### src/rtl/ser_shift_engine.sv
// ser_shift_engine: serial shift engine clocked by CLK_IN, paced by the
// divider output on SCLK_IN. Shifts one DATA_W-bit word out on MOSI while
// capturing MISO. It drives a gated SCLK_O and CS_N and uses a
// START/BUSY/DONE handshake. ERR pulses when SCLK_IN stops toggling
// mid-transfer.
// Optional build macro SER_LSB_FIRST_EN: LSB-first transmit, and received
// bits enter at the MSB and shift right. MSB-first when it is undefined.
module ser_shift_engine #(
    parameter int unsigned DATA_W  = 16,
    parameter int unsigned TMO_CYC = 1024
) (
    input  logic              CLK_IN,
    input  logic              RST_N,
    input  logic              SCLK_IN,
    input  logic              START,
    input  logic [DATA_W-1:0] DIN,
    input  logic              ABORT,
    input  logic              MISO,
    output logic              SCLK_O,
    output logic              MOSI,
    output logic              CS_N,
    output logic              BUSY,
    output logic              DONE,
    output logic              ERR,
    output logic [DATA_W-1:0] DOUT
);

    localparam int unsigned TMO_W = $clog2(TMO_CYC + 1);
    localparam int unsigned CNT_W = $clog2(DATA_W + 1);

    typedef enum logic [2:0] {
        S_IDLE,
        S_SETUP,
        S_SHIFT,
        S_TRAIL,
        S_FINISH
    } state_t;

    state_t            state;
    logic              sclk_q;
    logic [DATA_W-1:0] tx;
    logic [DATA_W-1:0] rx;
    logic [CNT_W-1:0]  bitcnt;
    logic [TMO_W-1:0]  tmo;

    logic              rise;
    logic              fall;
    logic              edge_any;
    logic [TMO_W-1:0]  tmo_nxt;
    logic              tmo_hit;
    logic              first_bit;
    logic [DATA_W-1:0] tx_shifted;
    logic [DATA_W-1:0] rx_shifted;
    logic              tx_next_bit;

    // Edge detect on the divider output, timeout increment and bit-order steering
    always_comb begin
        rise     = SCLK_IN & ~sclk_q;
        fall     = ~SCLK_IN & sclk_q;
        edge_any = rise | fall;
        tmo_nxt  = tmo + 1'b1;
        tmo_hit  = (tmo_nxt == TMO_W'(TMO_CYC - 1));
`ifdef SER_LSB_FIRST_EN
        first_bit   = DIN[0];
        // rotate rather than zero-fill: bitcnt alone ends the word
        tx_shifted  = {tx[0], tx[DATA_W-1:1]};
        rx_shifted  = {MISO, rx[DATA_W-1:1]};
        tx_next_bit = tx_shifted[0];
`else
        first_bit   = DIN[DATA_W-1];
        tx_shifted  = {tx[DATA_W-2:0], tx[DATA_W-1]};
        rx_shifted  = {rx[DATA_W-2:0], MISO};
        tx_next_bit = tx_shifted[DATA_W-1];
`endif
    end

    // Transfer FSM with registered serial outputs and handshake
    always_ff @(posedge CLK_IN or negedge RST_N) begin
        if (!RST_N) begin
            state  <= S_IDLE;
            sclk_q <= 1'b0;
            tx     <= '0;
            rx     <= '0;
            bitcnt <= '0;
            tmo    <= '0;
            SCLK_O <= 1'b0;
            MOSI   <= 1'b0;
            CS_N   <= 1'b1;
            BUSY   <= 1'b0;
            DONE   <= 1'b0;
            ERR    <= 1'b0;
            DOUT   <= '0;
        end else begin
            sclk_q <= SCLK_IN;
            DONE   <= 1'b0;
            ERR    <= 1'b0;
            if (state == S_IDLE) begin
                tmo <= '0;
                // edges coincident with START are not acted on
                if (START) begin
                    tx     <= DIN;
                    bitcnt <= CNT_W'(DATA_W);
                    CS_N   <= 1'b0;
                    BUSY   <= 1'b1;
                    MOSI   <= first_bit;
                    state  <= S_SETUP;
                end
            end else if (ABORT || (!edge_any && tmo_hit)) begin
                // abort and timeout share one exit; ABORT suppresses ERR
                state  <= S_IDLE;
                CS_N   <= 1'b1;
                SCLK_O <= 1'b0;
                BUSY   <= 1'b0;
                MOSI   <= 1'b0;
                tmo    <= '0;
                ERR    <= ~ABORT;
            end else begin
                tmo <= edge_any ? '0 : tmo_nxt;
                case (state)
                    S_SETUP: begin
                        if (fall) begin
                            state <= S_SHIFT;
                        end
                    end
                    S_SHIFT: begin
                        // next sclk_q value, so SCLK_O tracks sclk_q
                        SCLK_O <= SCLK_IN;
                        if (rise) begin
                            rx <= rx_shifted;
                        end
                        if (fall) begin
                            if (bitcnt == CNT_W'(1)) begin
                                state  <= S_TRAIL;
                                SCLK_O <= 1'b0;
                            end else begin
                                tx     <= tx_shifted;
                                MOSI   <= tx_next_bit;
                                bitcnt <= bitcnt - 1'b1;
                            end
                        end
                    end
                    S_TRAIL: begin
                        SCLK_O <= 1'b0;
                        // DONE is raised here so it is high during FINISH
                        if (rise) begin
                            state <= S_FINISH;
                            DOUT  <= rx;
                            DONE  <= 1'b1;
                        end
                    end
                    S_FINISH: begin
                        CS_N  <= 1'b1;
                        BUSY  <= 1'b0;
                        MOSI  <= 1'b0;
                        state <= S_IDLE;
                    end
                    default: begin
                        state <= S_IDLE;
                    end
                endcase
            end
        end
    end

endmodule

### config.mk
export PLATFORM = sky130hd
export DESIGN_NAME = ser_shift_engine
export DESIGN_NICKNAME = d
export VERILOG_FILES = /design/src/rtl/ser_shift_engine.sv
export SDC_FILE = /design/constraint.sdc
export NUM_CORES = 1
export LEC_CHECK = 0
export BUFFER_PORTS_ARGS = -buffer_cell sky130_fd_sc_hd__buf_2
export CELL_PAD_IN_SITES_DETAIL_PLACEMENT = 2
export CELL_PAD_IN_SITES_GLOBAL_PLACEMENT = 2
export CORE_UTILIZATION = 41
export DETAILED_ROUTE_END_ITERATION = 10
export PLACE_DENSITY_LB_ADDON = 0.1
export REMOVE_ABC_BUFFERS = 1
export SETUP_SLACK_MARGIN = 0.15
export SLEW_MARGIN = 20
export SYNTH_ARGS = -nofsm -noshare
export SYNTH_HDL_FRONTEND = slang
export SYNTH_SLANG_ARGS = --single-unit
### constraint.sdc
create_clock -name CLK_IN -period 3.9 [get_ports CLK_IN]
set_input_delay 0.585 -clock CLK_IN [delete_from_list [all_inputs] [get_ports CLK_IN]]
set_output_delay 0.585 -clock CLK_IN [all_outputs]
set_load 0.05 [all_outputs]
==> impl_metrics.prom, run 1 <==
# TYPE chip_impl_metric gauge
chip_impl_info{name="run_status",value="finished clean"} 1
chip_impl_metric{name="globalRouteOverflowTotal",unit=""} 0
chip_impl_info{name="startpoint",value="tmo[0]"} 1
chip_impl_metric{name="area.sequential",unit="mm2"} 0.00185
chip_impl_metric{name="final.setup_skew",unit="ps"} 9.71
chip_impl_metric{name="final_worst_path_period_share",unit="%"} 74.5
chip_impl_metric{name="critPathMaxFanout",unit=""} 18
chip_impl_metric{name="post-route-drc-count",unit=""} 0
chip_impl_metric{name="coreArea",unit="mm2"} 0.00834
chip_impl_metric{name="r2r_cells",unit=""} 7
chip_impl_metric{name="timing_hold_violations_final",unit=""} 0
chip_impl_metric{name="yosys.area.top_type_share",unit="%"} 50.8
chip_impl_metric{name="n_antenna_cell",unit=""} 0
chip_impl_metric{name="post_synth_num_cell_types",unit=""} 49
chip_impl_metric{name="cts_hold_buffers",unit=""} 0
chip_impl_metric{name="critPathRequiredTime",unit="ps"} 4140
chip_impl_metric{name="cap_viol_max_count",unit=""} 0
chip_impl_metric{name="placed_cell_area",unit="mm2"} 0.00389
chip_impl_metric{name="insertion_delay",unit="ps"} 350
chip_impl_metric{name="drt_pass1_iterations",unit=""} 4
chip_impl_metric{name="finalSetupViolCount",unit=""} 0
chip_impl_metric{name="syn_area",unit="mm2"} 0.00360
chip_impl_metric{name="max_freq",unit="MHz"} 344
chip_impl_metric{name="antenna_left",unit=""} 0
chip_impl_metric{name="dr_vias_cell",unit=""} 5.30
chip_impl_metric{name="drv_slew",unit=""} 0
chip_impl_metric{name="irDropWorstVdd",unit="mV"} 0.225
chip_impl_metric{name="synthesis.area_per_instance",unit="um2"} 11.5
chip_impl_metric{name="final_core_utilization",unit="%"} 49.1
chip_impl_metric{name="cts_repair_resize_count",unit=""} 0
chip_impl_info{name="terminus_of_the_critical_flop_to_flop_path",value="tx[1]"} 1
chip_impl_info{name="cts_tree",value="built"} 1
chip_impl_metric{name="totalNegativeSetupSlack",unit="ps"} 0
chip_impl_metric{name="grt_first_pass_wirelength",unit="mm"} 13.9
chip_impl_info{name="timing.hold.worst.class",value="input pin to async pin"} 1
chip_impl_metric{name="grt_max_degree",unit=""} 75
chip_impl_metric{name="final_layout_size_suffix_gt1_share",unit="%"} 32.9
chip_impl_metric{name="h-tree-depth",unit=""} 3
chip_impl_metric{name="design.final.nets",unit=""} 385
chip_impl_metric{name="setup_slack_placement",unit="ps"} 827
chip_impl_info{name="rsz0062_at_grt",value="false"} 1
chip_impl_metric{name="area_growth",unit="%"} 14.0
chip_impl_metric{name="place_hpwl",unit="mm"} 5.75
chip_impl_metric{name="cts.repair_timing.setup_buffer_count",unit=""} 0
chip_impl_metric{name="die-height",unit="um"} 95.7
chip_impl_metric{name="postSynthRegisterBits",unit=""} 74
chip_impl_info{name="biggest_area_contributors_in_the_synthesized_netlist",value="sky130_fd_sc_hd__dfrtp_1 51%, sky130_fd_sc_hd__mux2_2 10%, sky130_fd_sc_hd__mux2_4 6.3%"} 1
chip_impl_metric{name="timing.reg2reg.setup_slack",unit="ps"} 990
chip_impl_metric{name="cts.clk_slew.worst_paths",unit="ps"} 90
chip_impl_info{name="category_of_the_critical_setup_timing_path",value="flip-flop to flip-flop"} 1
chip_impl_metric{name="post_drt_wl_per_cell",unit="um"} 18.1
chip_impl_metric{name="via_count_of_the_first_global_routing_pass",unit=""} 2733
chip_impl_metric{name="numClockSinks",unit=""} 74
chip_impl_metric{name="antenna_found_initial",unit=""} 0
chip_impl_info{name="cp-end-kind",value="flip-flop"} 1
chip_impl_metric{name="gpl.final_weighted_congestion",unit=""} 0.731
chip_impl_metric{name="floorplan.rows",unit=""} 33
chip_impl_info{name="crit-reg2reg-launch",value="tmo[0]"} 1
chip_impl_metric{name="cp.arrival",unit="ps"} 3150
chip_impl_metric{name="power",unit="mW"} 2.06
chip_impl_metric{name="filler_cell_count",unit=""} 879
chip_impl_metric{name="die-width",unit="um"} 95.7
chip_impl_metric{name="initial_utilization",unit="%"} 43.1
chip_impl_metric{name="cts-root-to-sink-buffers",unit=""} 2
chip_impl_metric{name="vias",unit=""} 2475
chip_impl_metric{name="multiInputGateArea",unit="mm2"} 0.00164
chip_impl_metric{name="io-pin-count",unit=""} 44
chip_impl_metric{name="numCtsBuffers",unit=""} 9
chip_impl_metric{name="fp.dieArea",unit="mm2"} 0.00915
chip_impl_metric{name="postSynthCellCount",unit=""} 313
chip_impl_metric{name="routed_wl",unit="mm"} 8.43
chip_impl_metric{name="seq_area_frac_synth",unit="%"} 51.5
chip_impl_metric{name="max_slew.worst_pin.slew",unit="ps"} 967
chip_impl_metric{name="groute.usage.overall",unit="%"} 20.3
chip_impl_info{name="clock-root-buffer",value="sky130_fd_sc_hd__clkbuf_8"} 1
chip_impl_metric{name="drtIter0Drc",unit=""} 71
chip_impl_metric{name="post-route-worst-setup-slack",unit="ps"} 995
chip_impl_metric{name="final_cell_area",unit="mm2"} 0.00410
chip_impl_info{name="synth_largest_area_cell",value="sky130_fd_sc_hd__dfrtp_1"} 1
chip_impl_metric{name="final_period_minus_worst_setup_slack",unit="ps"} 2910
chip_impl_info{name="worst_setup_path_start_kind",value="flip-flop"} 1
chip_impl_metric{name="synth-warning-count",unit=""} 0
chip_impl_metric{name="power_leakage",unit="nW"} 2.09
chip_impl_metric{name="relSlewSlack",unit="%"} 35.5
chip_impl_metric{name="io_buffer_count",unit=""} 43
chip_impl_metric{name="power_density",unit="mW/mm2"} 503
## cells in the final DEF (no fill, tap or decap), types with 2 or more instances in the layout
| cell type | n |
|---|---|
| sky130_fd_sc_hd__a21oi_1 | 9 |
| sky130_fd_sc_hd__a31oi_1 | 2 |
| sky130_fd_sc_hd__buf_2 | 42 |
| sky130_fd_sc_hd__buf_4 | 3 |
| sky130_fd_sc_hd__clkbuf_8 | 9 |
| sky130_fd_sc_hd__dfrtp_1 | 73 |
| sky130_fd_sc_hd__ha_1 | 6 |
| sky130_fd_sc_hd__inv_1 | 10 |
| sky130_fd_sc_hd__inv_6 | 3 |
| sky130_fd_sc_hd__mux2_2 | 32 |
| sky130_fd_sc_hd__mux2_4 | 15 |
| sky130_fd_sc_hd__mux2i_1 | 4 |
| sky130_fd_sc_hd__nand2_1 | 55 |
| sky130_fd_sc_hd__nand2b_1 | 3 |
| sky130_fd_sc_hd__nand3_1 | 10 |
| sky130_fd_sc_hd__nand4_1 | 3 |
| sky130_fd_sc_hd__nand4_4 | 2 |
| sky130_fd_sc_hd__nor2_1 | 21 |
| sky130_fd_sc_hd__nor2b_1 | 6 |
| sky130_fd_sc_hd__nor3_1 | 6 |
| sky130_fd_sc_hd__o211ai_1 | 2 |
| sky130_fd_sc_hd__o21a_1 | 2 |
| sky130_fd_sc_hd__o21ai_0 | 5 |
| sky130_fd_sc_hd__o2bb2ai_1 | 2 |
| sky130_fd_sc_hd__or3_1 | 2 |
| sky130_fd_sc_hd__xnor2_1 | 5 |
| sky130_fd_sc_hd__xor2_1 | 3 |
## flip-flops by register name, summed over array words and instances (netlist names)
name and count:
DOUT 16, rx 16, tx 16, tmo 11, bitcnt 5, state 3
BUSY 1, CS_N 1, DONE 1, ERR 1, MOSI 1, SCLK_O 1
sclk_q 1
## Yosys cell counts, drive strengths merged
| cell type | count |
|---|---|
| o31ai | 2 |
| o21bai | 1 |
| or3 | 2 |
| a32oi | 1 |
| inv | 10 |
| o21ai | 6 |
| nor3 | 6 |
| and3 | 1 |
| mux2 | 48 |
| mux2i | 4 |
| a22oi | 1 |
| xnor2 | 5 |
| nor4b | 1 |
| o2bb2ai | 2 |
| a41oi | 1 |
| and2 | 1 |
| ha | 6 |
| and4b | 1 |
| a31oi | 2 |
| a32o | 1 |
| a21o | 1 |
| nor3b | 1 |
| nand4 | 6 |
| buf | 3 |
| nand2 | 56 |
| or2 | 1 |
| a22o | 1 |
| dfstp | 1 |
| clkbuf | 9 |
| o311ai | 2 |
| nor2 | 21 |
| a21oi | 9 |
| dfrtp | 73 |
| nand3 | 10 |
| xor2 | 3 |
| nor2b | 6 |
| nand2b | 3 |
| o2111ai | 1 |
| o21a | 2 |
| o211ai | 2 |
## final cells by class
type	count	area share [%]
Timing Repair Buffer	45	5.68
Inverter	10	0.916
Multi-Input combinational cell	217	39.9
Sequential cell	74	45.2
Clock inverter	7	2.05
Tap cell	105	3.21
Clock buffer	9	3.02
## how the worst max path moves through the flow
| stage | slack [ps] | end | cells after the start |
|---|---|---|---|
| after global routing | 800 | tx[4] | 7 |
| final | 990 | tx[1] | 7 |
| after CTS | 950 | tx[3] | 7 |
| after global placement | 910 | tx[7] | 8 |
| after floorplan | 1340 | tx[0] | 7 |
| after detailed placement | 830 | tx[1] | 8 |
## through the flow
stage,instances,hold WS [ps]
after global placement,451,483
after global routing,467,367
after floorplan,301,289
after detailed placement,451,490
after CTS,467,365
final,467,340
## layer usage
layer  share of wire (%)  track usage (%)  routed length (um)  vias up
li1                    -                -                   -     1161
met1                  45             24.8                3760     1281
met2                  52             35.6                4370       27
met3                 2.8             4.55                 237        6
met4                0.69             5.72                  58        0
met5                   0                0                   0        -
## power by group
group | total, mW | internal [mW] | switching (mW)
Combinational | 0.455 | 0.197 | 0.258
Sequential | 0.969 | 0.884 | 0.0841
Clock | 0.640 | 0.308 | 0.332
## critical path, stage by stage (launching register included)
cell,delay (ps)
sky130_fd_sc_hd__dfrtp_1,470
sky130_fd_sc_hd__ha_1,320
sky130_fd_sc_hd__a21oi_1,270
sky130_fd_sc_hd__mux2_2,210
sky130_fd_sc_hd__a21o_1,180
sky130_fd_sc_hd__nand4_2,250
sky130_fd_sc_hd__o21ai_4,690
sky130_fd_sc_hd__mux2_2,410
## logic make-up (layout without fill, tap and decap cells)
group           after synthesis  in the layout  share of synthesized area [%]
simple gates                116            116                           15.6
flops                        74             74                           51.5
mux                          52             52                           17.7
compound gates               35             35                           8.21
buf+inv                      22             71                           2.96
xor+xnor                      8              8                           1.95
fa+ha+maj                     6              6                           2.09
(Power assumes the default switching activity.)
==> run 2, diff against run 1 <==
ABC_AREA = 1   (was not set)
CORE_UTILIZATION = 35   (was 41)
clock period = 2.9 ns   (was 3.9 ns; I/O delays follow)
==> impl_metrics.prom, run 2 <==
# TYPE chip_impl_metric gauge
chip_impl_metric{name="final_period_minus_worst_setup_slack",unit="ps"} 2460
chip_impl_info{name="cts_tree",value="built"} 1
chip_impl_info{name="clock-root-buffer",value="sky130_fd_sc_hd__clkbuf_8"} 1
chip_impl_info{name="terminus_of_the_critical_flop_to_flop_path",value="tx[3]"} 1
chip_impl_metric{name="synth-adder-area-share",unit="%"} 2.07
chip_impl_metric{name="cap_viol_max_count",unit=""} 0
chip_impl_metric{name="die-width",unit="um"} 104
chip_impl_metric{name="drv_slew",unit=""} 0
chip_impl_metric{name="numClockSinks",unit=""} 74
chip_impl_metric{name="switching_share",unit="%"} 41.6
chip_impl_metric{name="async_flop_share",unit="%"} 100
chip_impl_metric{name="place_hpwl",unit="mm"} 6.22
chip_impl_metric{name="antenna_found_initial",unit=""} 0
chip_impl_metric{name="groute.usage.overall",unit="%"} 18.3
chip_impl_metric{name="synth_simple_gate_area_share",unit="%"} 21.7
chip_impl_metric{name="timing_hold_violations_final",unit=""} 0
chip_impl_metric{name="fp.dieArea",unit="mm2"} 0.0108
chip_impl_metric{name="vias",unit=""} 2853
chip_impl_metric{name="synth-xor-area-share",unit="%"} 0.723
chip_impl_metric{name="design.final.nets",unit=""} 483
chip_impl_metric{name="globalRouteOverflowTotal",unit=""} 0
chip_impl_metric{name="grt_first_pass_wirelength",unit="mm"} 15.5
chip_impl_metric{name="pwr-share-comb",unit="%"} 37.7
chip_impl_metric{name="final_layout_size_suffix_gt1_share",unit="%"} 25.2
chip_impl_metric{name="n_antenna_cell",unit=""} 0
chip_impl_metric{name="final_core_utilization",unit="%"} 42.2
chip_impl_metric{name="cp.arrival",unit="ps"} 2770
chip_impl_metric{name="max_freq",unit="MHz"} 406
chip_impl_metric{name="drt_pass1_iterations",unit=""} 4
chip_impl_metric{name="totalNegativeSetupSlack",unit="ps"} 0
chip_impl_info{name="yosys-top-cells-count",value="99 x sky130_fd_sc_hd__nand2_1, 73 x sky130_fd_sc_hd__dfrtp_1, 60 x sky130_fd_sc_hd__inv_1"} 1
chip_impl_metric{name="h-tree-depth",unit=""} 3
chip_impl_info{name="rsz0062_at_grt",value="false"} 1
chip_impl_info{name="timing.hold.worst.class",value="input pin to async pin"} 1
chip_impl_metric{name="power",unit="mW"} 3.54
chip_impl_metric{name="die-height",unit="um"} 104
chip_impl_metric{name="max_slew.worst_pin.slew",unit="ps"} 963
chip_impl_metric{name="io_buffer_count",unit=""} 43
chip_impl_metric{name="routed_wl",unit="mm"} 8.76
chip_impl_info{name="crit-reg2reg-launch",value="state[2]"} 1
chip_impl_metric{name="irDropWorstVdd",unit="mV"} 0.544
chip_impl_metric{name="final.setup_skew",unit="ps"} 6.49
chip_impl_info{name="final_cell_mix",value="99 x sky130_fd_sc_hd__nand2_1, 73 x sky130_fd_sc_hd__dfrtp_1, 60 x sky130_fd_sc_hd__inv_1"} 1
chip_impl_metric{name="drtIter0Drc",unit=""} 73
chip_impl_info{name="startpoint",value="state[2]"} 1
chip_impl_info{name="worst_setup_path_start_kind",value="flip-flop"} 1
chip_impl_metric{name="synthesis.area_per_instance",unit="um2"} 8.82
chip_impl_metric{name="initial_utilization",unit="%"} 36.7
chip_impl_metric{name="power_density",unit="mW/mm2"} 847
chip_impl_metric{name="yosys.area.top_type_share",unit="%"} 50.3
chip_impl_metric{name="sequentialPowerShare",unit="%"} 37.9
chip_impl_metric{name="cts_hold_buffers",unit=""} 0
chip_impl_metric{name="synth_enable_flop_cells",unit=""} 0
chip_impl_metric{name="synth.mux.area_fraction",unit="%"} 0
chip_impl_metric{name="final_worst_path_period_share",unit="%"} 85.0
chip_impl_metric{name="gpl.final_weighted_congestion",unit=""} 0.732
chip_impl_metric{name="post-route-drc-count",unit=""} 0
chip_impl_metric{name="numCtsBuffers",unit=""} 9
chip_impl_info{name="layout.cells.most_common",value="sky130_fd_sc_hd__nand2_1"} 1
chip_impl_metric{name="relSlewSlack",unit="%"} 35.8
chip_impl_metric{name="syn_area",unit="mm2"} 0.00363
chip_impl_metric{name="grt_max_degree",unit=""} 75
chip_impl_metric{name="power_leakage",unit="nW"} 2.02
chip_impl_info{name="synth_top_family_by_area",value="simple AND/OR/NAND/NOR gates"} 1
chip_impl_metric{name="synth-warning-count",unit=""} 0
chip_impl_info{name="synth_largest_area_cell",value="sky130_fd_sc_hd__dfrtp_1"} 1
chip_impl_metric{name="cts-root-to-sink-buffers",unit=""} 2
chip_impl_metric{name="synth_compound_gate_area_share",unit="%"} 15.6
chip_impl_metric{name="floorplan.rows",unit=""} 36
chip_impl_info{name="category_of_the_critical_setup_timing_path",value="flip-flop to flip-flop"} 1
chip_impl_metric{name="setup_slack_placement",unit="ps"} 341
chip_impl_info{name="synthFlopType",value="sky130_fd_sc_hd__dfrtp_1"} 1
chip_impl_metric{name="critPathMaxFanout",unit=""} 34
chip_impl_metric{name="dr_vias_cell",unit=""} 4.81
chip_impl_metric{name="postSynthRegisterBits",unit=""} 74
chip_impl_metric{name="r2r_cells",unit=""} 9
chip_impl_info{name="timing.critical_path.to",value="tx[3]"} 1
chip_impl_metric{name="finalSetupViolCount",unit=""} 0
chip_impl_metric{name="critPathRequiredTime",unit="ps"} 3200
chip_impl_metric{name="power_switching",unit="mW"} 1.47
chip_impl_metric{name="antenna_left",unit=""} 0
chip_impl_metric{name="placed_cell_area",unit="mm2"} 0.00396
chip_impl_metric{name="post-route-worst-setup-slack",unit="ps"} 436
chip_impl_metric{name="area_growth",unit="%"} 14.9
chip_impl_metric{name="power.share.clock",unit="%"} 24.4
chip_impl_metric{name="via_count_of_the_first_global_routing_pass",unit=""} 3089
chip_impl_metric{name="seq_area_frac_synth",unit="%"} 51.0
chip_impl_metric{name="post_drt_wl_per_cell",unit="um"} 14.8
chip_impl_info{name="cp-end-kind",value="flip-flop"} 1
chip_impl_metric{name="post_synth_num_cell_types",unit=""} 39
chip_impl_info{name="biggest_area_contributors_in_the_synthesized_netlist",value="sky130_fd_sc_hd__dfrtp_1 50%, sky130_fd_sc_hd__nand2_1 10%, sky130_fd_sc_hd__inv_1 6.2%"} 1
chip_impl_metric{name="coreArea",unit="mm2"} 0.00991
chip_impl_metric{name="postSynthCellCount",unit=""} 412
chip_impl_info{name="layout_top_registers",value="DOUT: 16 flops, rx: 16 flops, tx: 16 flops"} 1
chip_impl_metric{name="cts.clk_slew.worst_paths",unit="ps"} 90
chip_impl_metric{name="final_cell_area",unit="mm2"} 0.00418
chip_impl_metric{name="timing.reg2reg.setup_slack",unit="ps"} 440
chip_impl_metric{name="io-pin-count",unit=""} 44
chip_impl_info{name="most_instantiated_library_cell_after_synthesis",value="sky130_fd_sc_hd__nand2_1"} 1
chip_impl_metric{name="insertion_delay",unit="ps"} 370
chip_impl_metric{name="intPower",unit="mW"} 2.07
chip_impl_info{name="run_status",value="finished clean"} 1
## run 2: cell count changes in the layout (fill, tap and decap cells not counted), moves of 15 or more
cell	previous run	this run
sky130_fd_sc_hd__mux2_4	15	0
sky130_fd_sc_hd__o21ai_2	0	16
sky130_fd_sc_hd__mux2_2	32	0
sky130_fd_sc_hd__o21ai_0	5	27
sky130_fd_sc_hd__inv_1	10	60
sky130_fd_sc_hd__nand2_1	55	99
## run 2: metrics by stage
step	instances	hold slack, ps
2_1_floorplan	399	139
3_3_place_gp	577	450
3_5_place_dp	577	467
4_1_cts	593	200
5_1_grt	593	201
6_report	593	209
## run 2: worst min path at each step
stage / from / end / cells past startpoint
2_1_floorplan: RST_N / BUSY / 0
3_3_place_gp: BUSY / BUSY / 2
3_5_place_dp: MOSI / MOSI / 2
4_1_cts: SCLK_IN / sclk_q / 1
5_1_grt: SCLK_IN / sclk_q / 1
6_report: RST_N / MOSI / 1
## run 2: kinds of logic (layout without fill, tap and decap cells)
group           count (synthesis)  count (layout)
simple gates                  173             173
fa+ha+maj                       6               6
buf+inv                        77             125
compound gates                 79              79
flops                          74              74
xor+xnor                        3               3
## run 2: power groups by stage
stage               logic [mW]  registers (mW)  clock network, mW
floorplan                0.906            1.46                  0
global placement          1.30            1.35                  0
detailed placement        1.36            1.36                  0
CTS                       1.37            1.35              0.903
global route              1.51            1.36              0.938
finish                    1.34            1.34              0.864
## run 2: cell type report
class / instances / area, um2
clock inverter: 7 / 83.8
inverter: 64 / 243
fill: 1131 / 5730
clock buffer: 9 / 124
tap: 133 / 166
multi-input combinational: 261 / 1460
sequential: 74 / 1850
timing repair buffer: 45 / 245
## run 2: timing repair
| action | 4_1_cts | 5_1_grt |
|---|---|---|
| buffers inserted | 0 | 0 |
| endpoints found under the setup margin | 0 | 11 |
| resized for setup | 0 | 1 |
## run 2: critical path: stages (launching register included)
cell,delay [ps]
sky130_fd_sc_hd__dfrtp_1,410
sky130_fd_sc_hd__nor2_1,100
sky130_fd_sc_hd__nand2_2,80
sky130_fd_sc_hd__buf_4,370
sky130_fd_sc_hd__nor2_1,110
sky130_fd_sc_hd__nor3_1,470
sky130_fd_sc_hd__nand2_4,160
sky130_fd_sc_hd__inv_4,400
sky130_fd_sc_hd__o211ai_1,190
sky130_fd_sc_hd__o21ai_2,90
## run 2: layer usage
metal  track usage (%)  up-vias  wire (um)
met5                 0        -          0
met2              31.0       33       4420
li1                  -     1394          -
met3              5.58        9        292
met1              22.4     1417       3940
met4              4.90        0        116
==> run 3, diff against run 2 <==
clock period = 2.4 ns   (was 2.9 ns; I/O delays follow)
==> impl_metrics.prom, run 3 (same netlist as run 2, synthesis figures left out) <==
# TYPE chip_impl_metric gauge
chip_impl_info{name="run_status",value="finished clean"} 1
chip_impl_metric{name="final_period_minus_worst_setup_slack",unit="ps"} 2220
chip_impl_metric{name="place_hpwl",unit="mm"} 6.31
chip_impl_metric{name="post-route-worst-setup-slack",unit="ps"} 176
chip_impl_metric{name="die-height",unit="um"} 104
chip_impl_metric{name="initial_utilization",unit="%"} 36.7
chip_impl_metric{name="vias",unit=""} 2960
chip_impl_metric{name="drt_pass1_iterations",unit=""} 4
chip_impl_metric{name="cp.arrival",unit="ps"} 2500
chip_impl_metric{name="critPathRequiredTime",unit="ps"} 2680
chip_impl_metric{name="io_buffer_count",unit=""} 43
chip_impl_metric{name="final_core_utilization",unit="%"} 45.9
chip_impl_metric{name="cts.clk_slew.worst_paths",unit="ps"} 80
chip_impl_metric{name="max_slew.worst_pin.slew",unit="ps"} 381
chip_impl_info{name="category_of_the_critical_setup_timing_path",value="flip-flop to flip-flop"} 1
chip_impl_metric{name="max_freq",unit="MHz"} 450
chip_impl_metric{name="fp.dieArea",unit="mm2"} 0.0108
chip_impl_metric{name="h-tree-depth",unit=""} 3
chip_impl_metric{name="filler_cell_count",unit=""} 1098
chip_impl_metric{name="final.setup_skew",unit="ps"} 8.28
chip_impl_metric{name="routed_wl",unit="mm"} 9.70
chip_impl_metric{name="design.final.nets",unit=""} 502
chip_impl_metric{name="final_layout_size_suffix_gt1_share",unit="%"} 30.9
chip_impl_metric{name="floorplan.rows",unit=""} 36
chip_impl_metric{name="insertion_delay",unit="ps"} 350
chip_impl_metric{name="relSlewSlack",unit="%"} 74.5
chip_impl_metric{name="drv_slew",unit=""} 0
chip_impl_metric{name="irDropWorstVdd",unit="mV"} 0.529
chip_impl_metric{name="hold_depth",unit=""} 1
chip_impl_metric{name="dr_vias_cell",unit=""} 4.84
chip_impl_metric{name="n_antenna_cell",unit=""} 0
chip_impl_metric{name="io-pin-count",unit=""} 44
chip_impl_metric{name="post_drt_wl_per_cell",unit="um"} 15.8
chip_impl_metric{name="finalSetupViolCount",unit=""} 0
chip_impl_metric{name="post-route-drc-count",unit=""} 0
chip_impl_metric{name="antenna_left",unit=""} 0
chip_impl_metric{name="power_density",unit="mW/mm2"} 1030
chip_impl_metric{name="timing_hold_violations_final",unit=""} 0
chip_impl_info{name="worst_setup_path_start_kind",value="flip-flop"} 1
chip_impl_metric{name="grt_max_degree",unit=""} 54
chip_impl_metric{name="groute.usage.overall",unit="%"} 17.7
chip_impl_metric{name="antenna_found_initial",unit=""} 0
chip_impl_metric{name="gpl.final_weighted_congestion",unit=""} 0.791
chip_impl_metric{name="r2r_cells",unit=""} 14
chip_impl_metric{name="coreArea",unit="mm2"} 0.00991
chip_impl_metric{name="cts-root-to-sink-buffers",unit=""} 2
chip_impl_metric{name="numClockSinks",unit=""} 74
chip_impl_metric{name="numCtsBuffers",unit=""} 9
chip_impl_metric{name="critPathMaxFanout",unit=""} 8
chip_impl_info{name="clock-root-buffer",value="sky130_fd_sc_hd__clkbuf_8"} 1
chip_impl_metric{name="setup_slack_placement",unit="ps"} -51.5
chip_impl_info{name="rsz0062_at_grt",value="true"} 1
chip_impl_info{name="cp-end-kind",value="flip-flop"} 1
chip_impl_metric{name="via_count_of_the_first_global_routing_pass",unit=""} 3085
chip_impl_metric{name="globalRouteOverflowTotal",unit=""} 0
chip_impl_metric{name="cap_viol_max_count",unit=""} 0
chip_impl_info{name="cts_tree",value="built"} 1
chip_impl_metric{name="power_leakage",unit="nW"} 2.16
chip_impl_info{name="final_cell_mix",value="96 x sky130_fd_sc_hd__nand2_1, 73 x sky130_fd_sc_hd__dfrtp_1, 58 x sky130_fd_sc_hd__inv_1"} 1
chip_impl_metric{name="area_growth",unit="%"} 25.1
chip_impl_metric{name="grt_first_pass_wirelength",unit="mm"} 15.1
chip_impl_metric{name="drtIter0Drc",unit=""} 128
chip_impl_info{name="layout_top_registers",value="DOUT: 16 flops, rx: 16 flops, tx: 16 flops"} 1
chip_impl_metric{name="die-width",unit="um"} 104
chip_impl_info{name="layout.cells.most_common",value="sky130_fd_sc_hd__nand2_1"} 1
chip_impl_metric{name="final_worst_path_period_share",unit="%"} 92.6
chip_impl_info{name="timing.hold.worst.class",value="input pin to flip-flop"} 1
## run 3: through the flow
stage	hold slack, ps	area [um2]	power, mW	instances	TNS [ps]
after floorplan	64.4	3550	2.86	399	0
after global placement	289	4020	3.24	581	0
after detailed placement	291	4020	3.31	581	-174
after CTS	137	4260	4.36	600	0
after global routing	156	4550	5.02	612	0
final	158	4550	4.69	612	0
## run 3: metal layers
metal / GRT usage (%) / up-vias / share of wire (%)
met4: 7.96 / 0 / 1.7
met1: 23.0 / 1488 / 45
met3: 2.88 / 11 / 2.5
met2: 29.0 / 29 / 51
met5: 0 / - / 0
li1: - / 1432 / -
## run 3: power breakdown
part / internal, mW / switching (mW)
clock: 0.488 / 0.522
sequential: 1.51 / 0.115
combinational: 0.690 / 1.36
total: 2.69 / 2.00
## run 3: worst max-delay path, stage by stage (launching register included)
cell,delay [ps]
sky130_fd_sc_hd__dfrtp_1,420
sky130_fd_sc_hd__ha_4,280
sky130_fd_sc_hd__inv_2,30
sky130_fd_sc_hd__a21oi_2,140
sky130_fd_sc_hd__nand3_2,110
sky130_fd_sc_hd__nor2_2,130
sky130_fd_sc_hd__nand2_2,80
sky130_fd_sc_hd__nor2_4,120
sky130_fd_sc_hd__nand3_4,90
sky130_fd_sc_hd__nand2_4,120
sky130_fd_sc_hd__nand2_4,80
sky130_fd_sc_hd__nand2_8,150
sky130_fd_sc_hd__buf_12,180
sky130_fd_sc_hd__clkinv_16,70
sky130_fd_sc_hd__o21ai_4,140
## run 3: path summary, 6_finish.rpt
check,startpoint,end,slack [ps]
max reg2reg,sclk_q,tx[0],180
min,SCLK_IN,sclk_q,160
max,sclk_q,tx[0],180
max in group asynchronous,RST_N,tx[5],1340
min in group asynchronous,RST_N,BUSY,450
min reg2reg,MOSI,MOSI,470
## run 3: layout make-up
class	instances	area (um2)	share of cell area (%)
clock inverter	7	77.6	1.71
multi-input combinational	261	1590	34.9
sequential	74	1850	40.7
inverter	64	267	5.86
clock buffer	9	124	2.72
timing repair inverter	5	75.1	1.65
tap	133	166	3.66
timing repair buffer	59	398	8.75
## run 3: timing repair
action / 4_1_cts / 5_1_grt
hold buffers: 1 / 0
cloned: 0 / 5
pin swaps: 0 / 13
hold endpoints to repair: 20 / 0
setup endpoints to repair: 31 / 67
setup buffers: 2 / 7
gates resized for setup: 4 / 32
